==> config.mk <==
export PLATFORM = sky130hd
export DESIGN_NAME = product_accumulator
export DESIGN_NICKNAME = d
export VERILOG_FILES = /design/src/rtl/product_accumulator.sv
export SDC_FILE = /design/constraint.sdc
export NUM_CORES = 1
export LEC_CHECK = 0
export ABC_AREA = 1
export CORE_MARGIN = 2
export CORE_UTILIZATION = 50
export CTS_CLUSTER_SIZE = 30
export DETAILED_ROUTE_END_ITERATION = 10
export HOLD_SLACK_MARGIN = 0.06
export PLACE_DENSITY = 0.75
export SLEW_MARGIN = 30
export SYNTH_ARGS = -nofsm -noshare
export SYNTH_HDL_FRONTEND = slang
export SYNTH_SLANG_ARGS = --single-unit
==> constraint.sdc <==
create_clock -name clk -period 2.1 [get_ports clk]
set_input_delay 0.42 -clock clk [delete_from_list [all_inputs] [get_ports clk]]
set_output_delay 0.42 -clock clk [all_outputs]
set_load 0.02 [all_outputs]
==> src/rtl/product_accumulator.sv <==
// product_accumulator: sums the 16-bit unsigned product beats of one frame
// into a saturating accumulator. When the last beat of a frame is accepted,
// the total, the beat count and an overflow flag are presented on a
// registered result port and held until the consumer takes them.
module product_accumulator #(
    parameter int ACC_W = 24,
    parameter int CNT_W = 8
) (
    input  logic             clk,
    input  logic             rst_n,
    input  logic             clr,
    input  logic             in_valid,
    output logic             in_ready,
    input  logic [15:0]      in_product,
    input  logic             in_last,
    output logic             out_valid,
    input  logic             out_ready,
    output logic [ACC_W-1:0] out_sum,
    output logic [CNT_W-1:0] out_count,
    output logic             out_ovf
);

    typedef enum logic {ACCUM = 1'b0, DONE = 1'b1} state_t;

    // Frame result as presented on the output port.
    typedef struct packed {
        logic [ACC_W-1:0] sum;
        logic [CNT_W-1:0] count;
        logic             ovf;
    } result_t;

    state_t           state;
    logic [ACC_W-1:0] acc;
    logic [CNT_W-1:0] cnt;
    logic             ovf;
    result_t          res;
    logic             res_vld;

    logic [ACC_W:0]   sum_wide;
    logic [ACC_W-1:0] acc_nxt;
    logic [CNT_W-1:0] cnt_nxt;
    logic             ovf_nxt;
    logic             accept;

    // Next accumulator values for a beat accepted this cycle. Once ovf is
    // set the sum is pinned at all ones for the rest of the frame.
    always_comb begin
        sum_wide = {1'b0, acc} + {{(ACC_W + 1 - 16){1'b0}}, in_product};
        ovf_nxt  = ovf | sum_wide[ACC_W];
        acc_nxt  = ovf_nxt ? {ACC_W{1'b1}} : sum_wide[ACC_W-1:0];
        cnt_nxt  = (cnt == {CNT_W{1'b1}}) ? cnt : cnt + CNT_W'(1);
    end

    // in_ready depends on state only, so there is no combinational path
    // from in_valid or out_ready.
    assign in_ready = (state == ACCUM);
    assign accept   = in_valid & in_ready;

    // Frame FSM: accumulate in ACCUM, hold the result in DONE. clr aborts
    // everything, including a beat or a result handshake in the same cycle.
    always_ff @(posedge clk or negedge rst_n) begin
        if (!rst_n) begin
            state   <= ACCUM;
            acc     <= '0;
            cnt     <= '0;
            ovf     <= 1'b0;
            res     <= '0;
            res_vld <= 1'b0;
        end else if (clr) begin
            state   <= ACCUM;
            acc     <= '0;
            cnt     <= '0;
            ovf     <= 1'b0;
            res_vld <= 1'b0;
        end else begin
            case (state)
                ACCUM: begin
                    if (accept) begin
                        acc <= acc_nxt;
                        cnt <= cnt_nxt;
                        ovf <= ovf_nxt;
                        if (in_last) begin
                            res     <= '{sum: acc_nxt, count: cnt_nxt, ovf: ovf_nxt};
                            res_vld <= 1'b1;
                            state   <= DONE;
                        end
                    end
                end
                DONE: begin
                    // Result registers keep their values after the handshake.
                    if (out_ready) begin
                        acc     <= '0;
                        cnt     <= '0;
                        ovf     <= 1'b0;
                        res_vld <= 1'b0;
                        state   <= ACCUM;
                    end
                end
                default: state <= ACCUM;
            endcase
        end
    end

    assign out_valid = res_vld;
    assign out_sum   = res.sum;
    assign out_count = res.count;
    assign out_ovf   = res.ovf;

endmodule

# Word level (Yosys, flattened, before mapping)
# Cells that the tools add are included.
[word_totals] out_inout_bits=35 elab_cells=44 n_memories=0 ramBits=0 reg_bits=68 rom_bits=0 latchBits=0 input_bits=22
[op_classes] muxes=23 n_bitwise=4 reduce_logical=3 shifts=0 n_div=0 n_lt_le_gt_ge=0 eq_ne=4 mul=0 addsub=2
[ops] op="two-way mux 24 bit" n=4
[ops] op="one-hot mux 24 bit (2 select lines)" n=1
[ops] op="two-way mux 8 bit" n=4
[ops] op="adder 24 x 16 -> 25 bit" n=1
[ops] op="one-hot mux 8 bit (2 select lines)" n=1
[ops] op="two-way mux 1 bit" n=10
[ops] op="adder 8 x 1 -> 8 bit (second input constant)" n=1
[ops] op="equality test 8 bit (second input constant)" n=1
[ops] op="inequality test 3 x 2 -> 1 bit (second input constant)" n=2
[ops] op="one-hot mux 1 bit (2 select lines)" n=3
[ops] op="AND reduction 4 bit" n=1
[ops] op="inequality test 3 bit (second input constant)" n=1
[ops] op="AND reduction 3 bit" n=1
[ops] op="NOT 1 bit" n=2
[ops] op="AND reduction 2 bit" n=1
[ops] op="AND 1 bit" n=1
[ops] op="OR 1 bit" n=1

# Logic depth before layout (Yosys ltp)
# Gate-level depths: netlist (run 1).
[logic_depth] word_depth=6 mapped_depth=14 depth_no_buf=14

# Worst setup path after synthesis (run 1)
# No wires, ideal clock.
[synth_path] path_kind="input -> register" from="in in_product[0]" to="reg res (netlist bit out_sum[11])" path_buffers=1 slack_ps=11 setup_ps=117 arrival_ps=1972 stages=13 path_cell_list="ha_1 > fa_1 > nand2_1 > nand2_1 > nand3_1 > nand2_1 > nand2_2 > nand3_4 > inv_4 > buf_6 > nand3_2 > nand2_1 > nand2_1"
[synth_via] elab_chain_len=3
[synth_lines] element="start, declared" line_no="14" source="input logic [15:0] in_product,"
[synth_lines] element="adder 24 x 16 -> 25 bit *" line_no="48" source="sum_wide = {1'b0, acc} + {{(ACC_W + 1 - 16){1'b0}}, in_product};"
[synth_lines] element="OR 1 bit" line_no="49" source="ovf_nxt = ovf | sum_wide[ACC_W];"
[synth_lines] element="two-way mux 24 bit *" line_no="50" source="acc_nxt = ovf_nxt ? {ACC_W{1'b1}} : sum_wide[ACC_W-1:0];"
[synth_lines] element="end signal, assigned" line_no="83" source="res <= '{sum: acc_nxt, count: cnt_nxt, ovf: ovf_nxt};"
[synth_lines] element="end, declared" line_no="36" source="result_t res;"
# Every way passes the cells marked *; elsewhere a longest branch is shown, timed or not.
# A chain may end at the register's enable or synchronous reset.

# Final worst setup path (run 1)
[layout_path] from="reg acc[0]" to="reg res (netlist bit out_sum[11])"
[layout_via] elab_chain_len=3
[layout_lines] element="start, declared" line_no="33" source="logic [ACC_W-1:0] acc;"
[layout_lines] element="start signal, assigned" line_no="79" source="acc <= acc_nxt;"
[layout_lines] element="adder 24 x 16 -> 25 bit *" line_no="48"
[layout_lines] element="OR 1 bit" line_no="49"
[layout_lines] element="two-way mux 24 bit *" line_no="50"
# Marks and branches as above.

==> results of run 1 <==
where the power goes:
part           switching, W  internal [W]
Sequential         0.000124       0.00147
Combinational      0.000844      0.000690
Clock              0.000583      0.000557
Total               0.00155       0.00271
routing by layer:
metal  GRT usage  vias to the layer above  share of wire
met5           0                        -              0
li1            -                     2165              -
met1       0.352                     2099           0.42
met2       0.440                      159           0.48
met3      0.0448                       35          0.066
met4      0.0921                        0          0.030
flip-flops by register name, summed over array words and instances (netlist names):
name,count
ovf,1
out_ovf,1
acc,24
out_valid,1
cnt,8
out_count,8
out_sum,24
state,1
final cells by class:
type	instances	area, µm²	share of cell area
Inverter	83	319	0.0545
Multi-Input combinational cell	460	2420	0.414
Sequential cell	68	1700	0.291
Timing Repair Buffer	114	1080	0.184
Clock inverter	7	76.3	0.0130
Tap cell	105	131	0.0225
Clock buffer	9	124	0.0212
synth_stat cells, types with 2 or more instances:
master and instances:
nor3_1 3, nand2_2 5, a21oi_1 11, clkbuf_1 6
buf_6 2, nand2_1 271, o21ai_1 3, or2_2 2
dfrtp_1 68, o22ai_1 4, and2_1 2, nand4_1 6
inv_1 80, xnor2_1 7, nor2_2 2, xor2_1 4
ha_1 17, nor2_1 44, nand3_1 32, buf_2 5
a31oi_1 6, o21ai_0 22, nand3_2 8
cells by family after synthesis:
| logic type | Yosys count | synth area share |
|---|---|---|
| simple gates | 379 | 0.370 |
| buf+inv | 96 | 0.0895 |
| flops | 68 | 0.397 |
| compound gates | 52 | 0.0676 |
| fa+ha+maj | 18 | 0.0542 |
| xor+xnor | 11 | 0.0224 |
layout by cell type, fill, tap and decap left out, types with 2 or more instances in the layout:
master             n
nand2_1          261
inv_1             79
dfrtp_1           68
buf_4             51
clkdlybuf4s50_1   50
nor2_1            37
nand3_1           29
o21ai_0           22
nand2_2           15
nand3_2           11
ha_4              10
nor2_2             9
clkbuf_8           9
xnor2_1            7
ha_1               7
a21oi_1            6
a31oi_1            6
nand4_1            6
buf_12             5
a21oi_2            4
xor2_1             4
o22ai_1            4
nor3_1             3
o21ai_1            3
dlygate4sd2_1      3
inv_8              2
or2_2              2
inv_2              2
clkinv_2           2
clkinv_4           2
dlymetal6s2s_1     2
per-stage QoR:
stage	instances	util	hold WS (ps)	area, µm²
after floorplan	624	-	124	4290
after global placement	822	0.643	464	5310
after detailed placement	822	0.643	464	5310
after CTS	844	0.689	87.6	5690
after global routing	846	0.708	104	5850
final	846	0.708	65.1	5850
worst paths after layout:
kind | start | end | slack [ps] | depth (start not counted)
hold reg to reg | out_sum[17]$_DFFE_PN0P_ | out_sum[17]$_DFFE_PN0P_ | 480 | 2
setup reg to reg | acc[0]$_DFFE_PN0P_ | out_sum[11]$_DFFE_PN0P_ | 80 | 13
hold / removal | rst_n | out_sum[7]$_DFFE_PN0P_ | 70 | 2
setup / recovery | acc[0]$_DFFE_PN0P_ | out_sum[11]$_DFFE_PN0P_ | 80 | 13
max in group asynchronous | rst_n | out_sum[21]$_DFFE_PN0P_ | 1720 | 2
min in group clk | out_sum[17]$_DFFE_PN0P_ | out_sum[17]$_DFFE_PN0P_ | 480 | 2
worst max-delay path, cell delays in order, from the launching register on:
cell and delay [ps]:
dfrtp_1 430, ha_4 190, fa_2 360, nand2_2 90, nand2_2 70, nand3_2 80
nand2_2 60, nand2_2 70, nand3_4 90, inv_8 110, buf_12 120, nand3_2 110
nand2_1 80, nand2_1 50
repair_timing:
item / 4_1_cts / 5_1_grt
gates resized for setup: 17 / 32
endpoints found under the setup margin: 49 / 46
cloned: 1 / 0
pin swaps: 7 / 9
hold endpoints to repair: 0 / 0
setup buffers: 5 / 2
==> impl_metrics.json, run 1 <==
{
  "outcome": "finished, final reports clean",
  "powerDensity_nw_per_um2": 728,
  "port-buffer-count": 56,
  "clkTransAtPathRegs_ps": 90,
  "drt_first_pass_iters": 5,
  "final_max_slew_viol_count": 0,
  "avgSynthCellArea_um2": 6.88,
  "synth_top_area_frac": 0.397,
  "die_area_um2": 9340,
  "max-vdd-ir-drop_mv": 0.512,
  "viasPerCell": 5.27,
  "yosysTopAreaCell": "dfrtp_1",
  "cts_tree": "built",
  "yosysWarnings": 0,
  "worstMarginPinSlew_ps": 409,
  "period_share": 0.960,
  "cap_violations": 0,
  "skew_ps": 13.2,
  "setup_violations": 0,
  "synth_edf_count": 0,
  "clockRootBuffer": "clkbuf_8",
  "synth-seq-cells": 68,
  "h-tree-depth": 3,
  "yosys_most_used_dff": "dfrtp_1",
  "hold_class": "in -> async",
  "ios": 57,
  "n_antenna_cell": 0,
  "grt-ovfl-total": 0,
  "grt_max_degree": 69,
  "period_minus_slack_ps": 2020,
  "end_kind": "flip-flop",
  "async_reset_ff_frac": 1.00,
  "cts-hold-fix-buffers": 0,
  "num-fill-cells": 692,
  "syn_nets": 664,
  "vias": 4458,
  "netlist_top_cells_area": "dfrtp_1, nand2_1, inv_1",
  "fin_tns_setup_ps": 0,
  "cts_buffers": 9,
  "leakage_nw": 3.12,
  "core_area_um2": 8260,
  "area_delta_synth_final_pct": 36.3,
  "fmax_mhz": 496,
  "drt.antenna.violating_nets": 0,
  "grt_pass1_wl_um": 20300,
  "pre_cts_ws_ps": -646,
  "setup_ws_ps": 83.8,
  "power_w": 0.00426,
  "antenna_found_initial": 0,
  "synth_area_um2": 4290,
  "grt_usage": 0.265,
  "dieHeight_um": 96.6,
  "slew_headroom": 0.726,
  "ys_types": 37,
  "routedWlPerCell_um": 14.7,
  "crit_type": "reg -> reg",
  "first_iter_violations": 252,
  "die_w_um": 96.6,
  "finalWeightedCongestion": 0.968,
  "start_util": 0.520,
  "cts_max_path_buffers": 2,
  "drt_drc_violations_left": 0,
  "cp-start-kind": "flip-flop",
  "cts_sinks": 68,
  "nets": 776,
  "clk_latency_ps": 360,
  "wl_um": 12400,
  "cp.arrival_ps": 2270,
  "critPathRequiredTime_ps": 2350,
  "hold_viol_final": 0,
  "dp_hpwl_um": 8740,
  "drive_gt1_frac": 0.182,
  "row_count": 33,
  "syn_inst": 624,
  "seq_area_frac_synth": 0.397,
  "grt_pass1_vias": 4309,
  "cp_max_fo": 5
}
Note: power is estimated with default switching activity, not from simulation.
==> inputs of run 2 (changes only) <==
--- a/config.mk
+++ b/config.mk
@@ -6,12 +6,13 @@
 export NUM_CORES = 1
 export LEC_CHECK = 0
 export ABC_AREA = 1
-export CORE_MARGIN = 2
 export CORE_UTILIZATION = 50
+export CTS_CLUSTER_DIAMETER = 200
 export CTS_CLUSTER_SIZE = 30
 export DETAILED_ROUTE_END_ITERATION = 10
 export HOLD_SLACK_MARGIN = 0.06
 export PLACE_DENSITY = 0.75
+export SETUP_SLACK_MARGIN = 0.15
 export SLEW_MARGIN = 30
 export SYNTH_ARGS = -nofsm -noshare
 export SYNTH_HDL_FRONTEND = slang
==> impl_metrics.json, run 2 (synthesis gave the netlist of run 1 again) <==
{
  "crit_type": "reg -> reg",
  "cts_sinks": 68,
  "slew_headroom": 0.735,
  "cp.arrival_ps": 2320,
  "area_delta_synth_final_pct": 45.2,
  "cp_common_cell": "nand2_1",
  "cp_max_fo": 3,
  "multi_input_area_um2": 2730,
  "hold_viol_final": 0,
  "drt_first_pass_iters": 5,
  "cpPeakStageDelay_ps": 410,
  "end_kind": "flip-flop",
  "vias": 4479,
  "regArea_um2": 1700,
  "rsz0062_at_grt": "yes",
  "clockRootBuffer": "clkbuf_8",
  "fin_tns_setup_ps": 0,
  "layout_commonest_cell": "nand2_1",
  "grt_pass1_vias": 4352,
  "p_comb_frac": 0.379,
  "n_antenna_cell": 0,
  "cts_max_path_buffers": 2,
  "crit_chain": "ha_4, fa_2, nand2_4, nand2_4, buf_4, nand3_1, nand2_2, nand3_2, nand2_1, nand2_1, nand3_2, nand2_1, nand2_1",
  "critPathRequiredTime_ps": 2340,
  "cp-start-kind": "flip-flop",
  "h-tree-depth": 3,
  "final_cell_mix": "nand2_1, inv_1, dfrtp_1",
  "die_area_um2": 8960,
  "nets": 778,
  "cpLargestDelayFamily": "simple AND/OR/NAND/NOR gates",
  "cap_violations": 0,
  "cts_buffers": 9,
  "power_frac_clock": 0.259,
  "antenna_found_initial": 0,
  "cts_tree": "built",
  "hold_class": "in -> async",
  "final_max_slew_viol_count": 0,
  "dieHeight_um": 94.6,
  "reg2regPathDepth": 13,
  "outcome": "finished, final reports clean",
  "switching_share": 0.359,
  "r2r_slack_ps": 10,
  "clkTransAtPathRegs_ps": 80,
  "grt_pass1_wl_um": 20000,
  "viasPerCell": 5.28,
  "grt_max_degree": 69,
  "fmax_mhz": 479,
  "row_count": 33,
  "max-vdd-ir-drop_mv": 0.551,
  "grt_usage": 0.289,
  "critPathBufInv": 1,
  "p_sw_w": 0.00157,
  "num-fill-cells": 602,
  "r2r_end": "out_sum[14]$_DFFE_PN0P_",
  "cp-startpoint": "acc[0]$_DFFE_PN0P_",
  "first_iter_violations": 207,
  "internal_power_w": 0.00280,
  "setup_violations": 0,
  "drt.antenna.violating_nets": 0,
  "cts-hold-fix-buffers": 0,
  "r2r-start": "acc[0]$_DFFE_PN0P_",
  "worstMarginPinSlew_ps": 398,
  "routedWlPerCell_um": 15.1,
  "finalWeightedCongestion": 0.949,
  "drt_drc_violations_left": 0,
  "crit_slowest_cell": "dfrtp_1",
  "core_area_um2": 8260,
  "skew_ps": 9.91,
  "start_util": 0.520,
  "clk_latency_ps": 350,
  "powerDensity_nw_per_um2": 702,
  "period_share": 0.994,
  "dp_hpwl_um": 8000,
  "die_w_um": 94.6,
  "period_minus_slack_ps": 2090,
  "leakage_nw": 3.24,
  "p_seq_frac": 0.362,
  "wl_um": 12800,
  "ios": 57,
  "drive_gt1_frac": 0.244,
  "grt-ovfl-total": 0,
  "power_w": 0.00437,
  "port-buffer-count": 56
}
run 2: cell count changes in the layout (fill, tap and decap cells not counted), sizes merged:
cell           before  now
dlygate4sd2         3    9
clkinvlp            1    2
buf                59   60
inv                83   81
clkdlybuf4s50      50   42
clkbuf              9   11
dlymetal6s2s        2    4
run 2: routing by layer:
metal | global-route usage | wire [µm] | vias up
met3 | 0.0459 | 592 | 44
met4 | 0.122 | 499 | 0
met5 | 0 | 0 | -
li1 | - | - | 2167
met2 | 0.492 | 6360 | 149
met1 | 0.362 | 5360 | 2119
run 2: cell type report:
type / instances / area share
Clock inverter: 6 / 0.0102
Inverter: 83 / 0.0508
Multi-Input combinational cell: 460 / 0.439
Sequential cell: 68 / 0.273
Clock buffer: 10 / 0.0221
Timing Repair Buffer: 116 / 0.184
Tap cell: 105 / 0.0211
run 2: power groups by stage:
stage	sequential [W]	combinational, W	clock [W]
floorplan	0.00171	0.000629	0
global placement	0.00158	0.00135	0
detailed placement	0.00159	0.00137	0
CTS	0.00158	0.00147	0.00114
global route	0.00160	0.00181	0.00120
finish	0.00158	0.00166	0.00113
run 2: timing repair:
item                                    in CTS  in global routing
endpoints found under the setup margin      50                 49
setup buffers                                6                  7
pin swaps                                    9                 24
cloned                                       1                  1
resized for setup                           44                 86
run 2: how the worst max path moves through the flow:
stage	endpoint	slack, ps	cells past startpoint
after global routing	out_sum[14]$_DFFE_PN0P_	-40	13
after global placement	acc[20]$_DFFE_PN0P_	-350	14
final	out_sum[14]$_DFFE_PN0P_	10	13
after floorplan	out_sum[11]$_DFFE_PN0P_	150	13
after CTS	acc[11]$_DFFE_PN0P_	130	14
after detailed placement	acc[20]$_DFFE_PN0P_	-420	14
run 2: through the flow:
step / utilization / std cells / setup WS, ps / cell area, µm² / hold slack (ps)
after floorplan: - / 624 / 151 / 4310 / 124
after global placement: 0.645 / 817 / -349 / 5330 / 461
after detailed placement: 0.645 / 817 / -419 / 5330 / 465
after CTS: 0.707 / 840 / 128 / 5840 / 91.0
after global routing: 0.755 / 848 / -37.1 / 6230 / 109
final: 0.755 / 848 / 13.6 / 6230 / 49.3
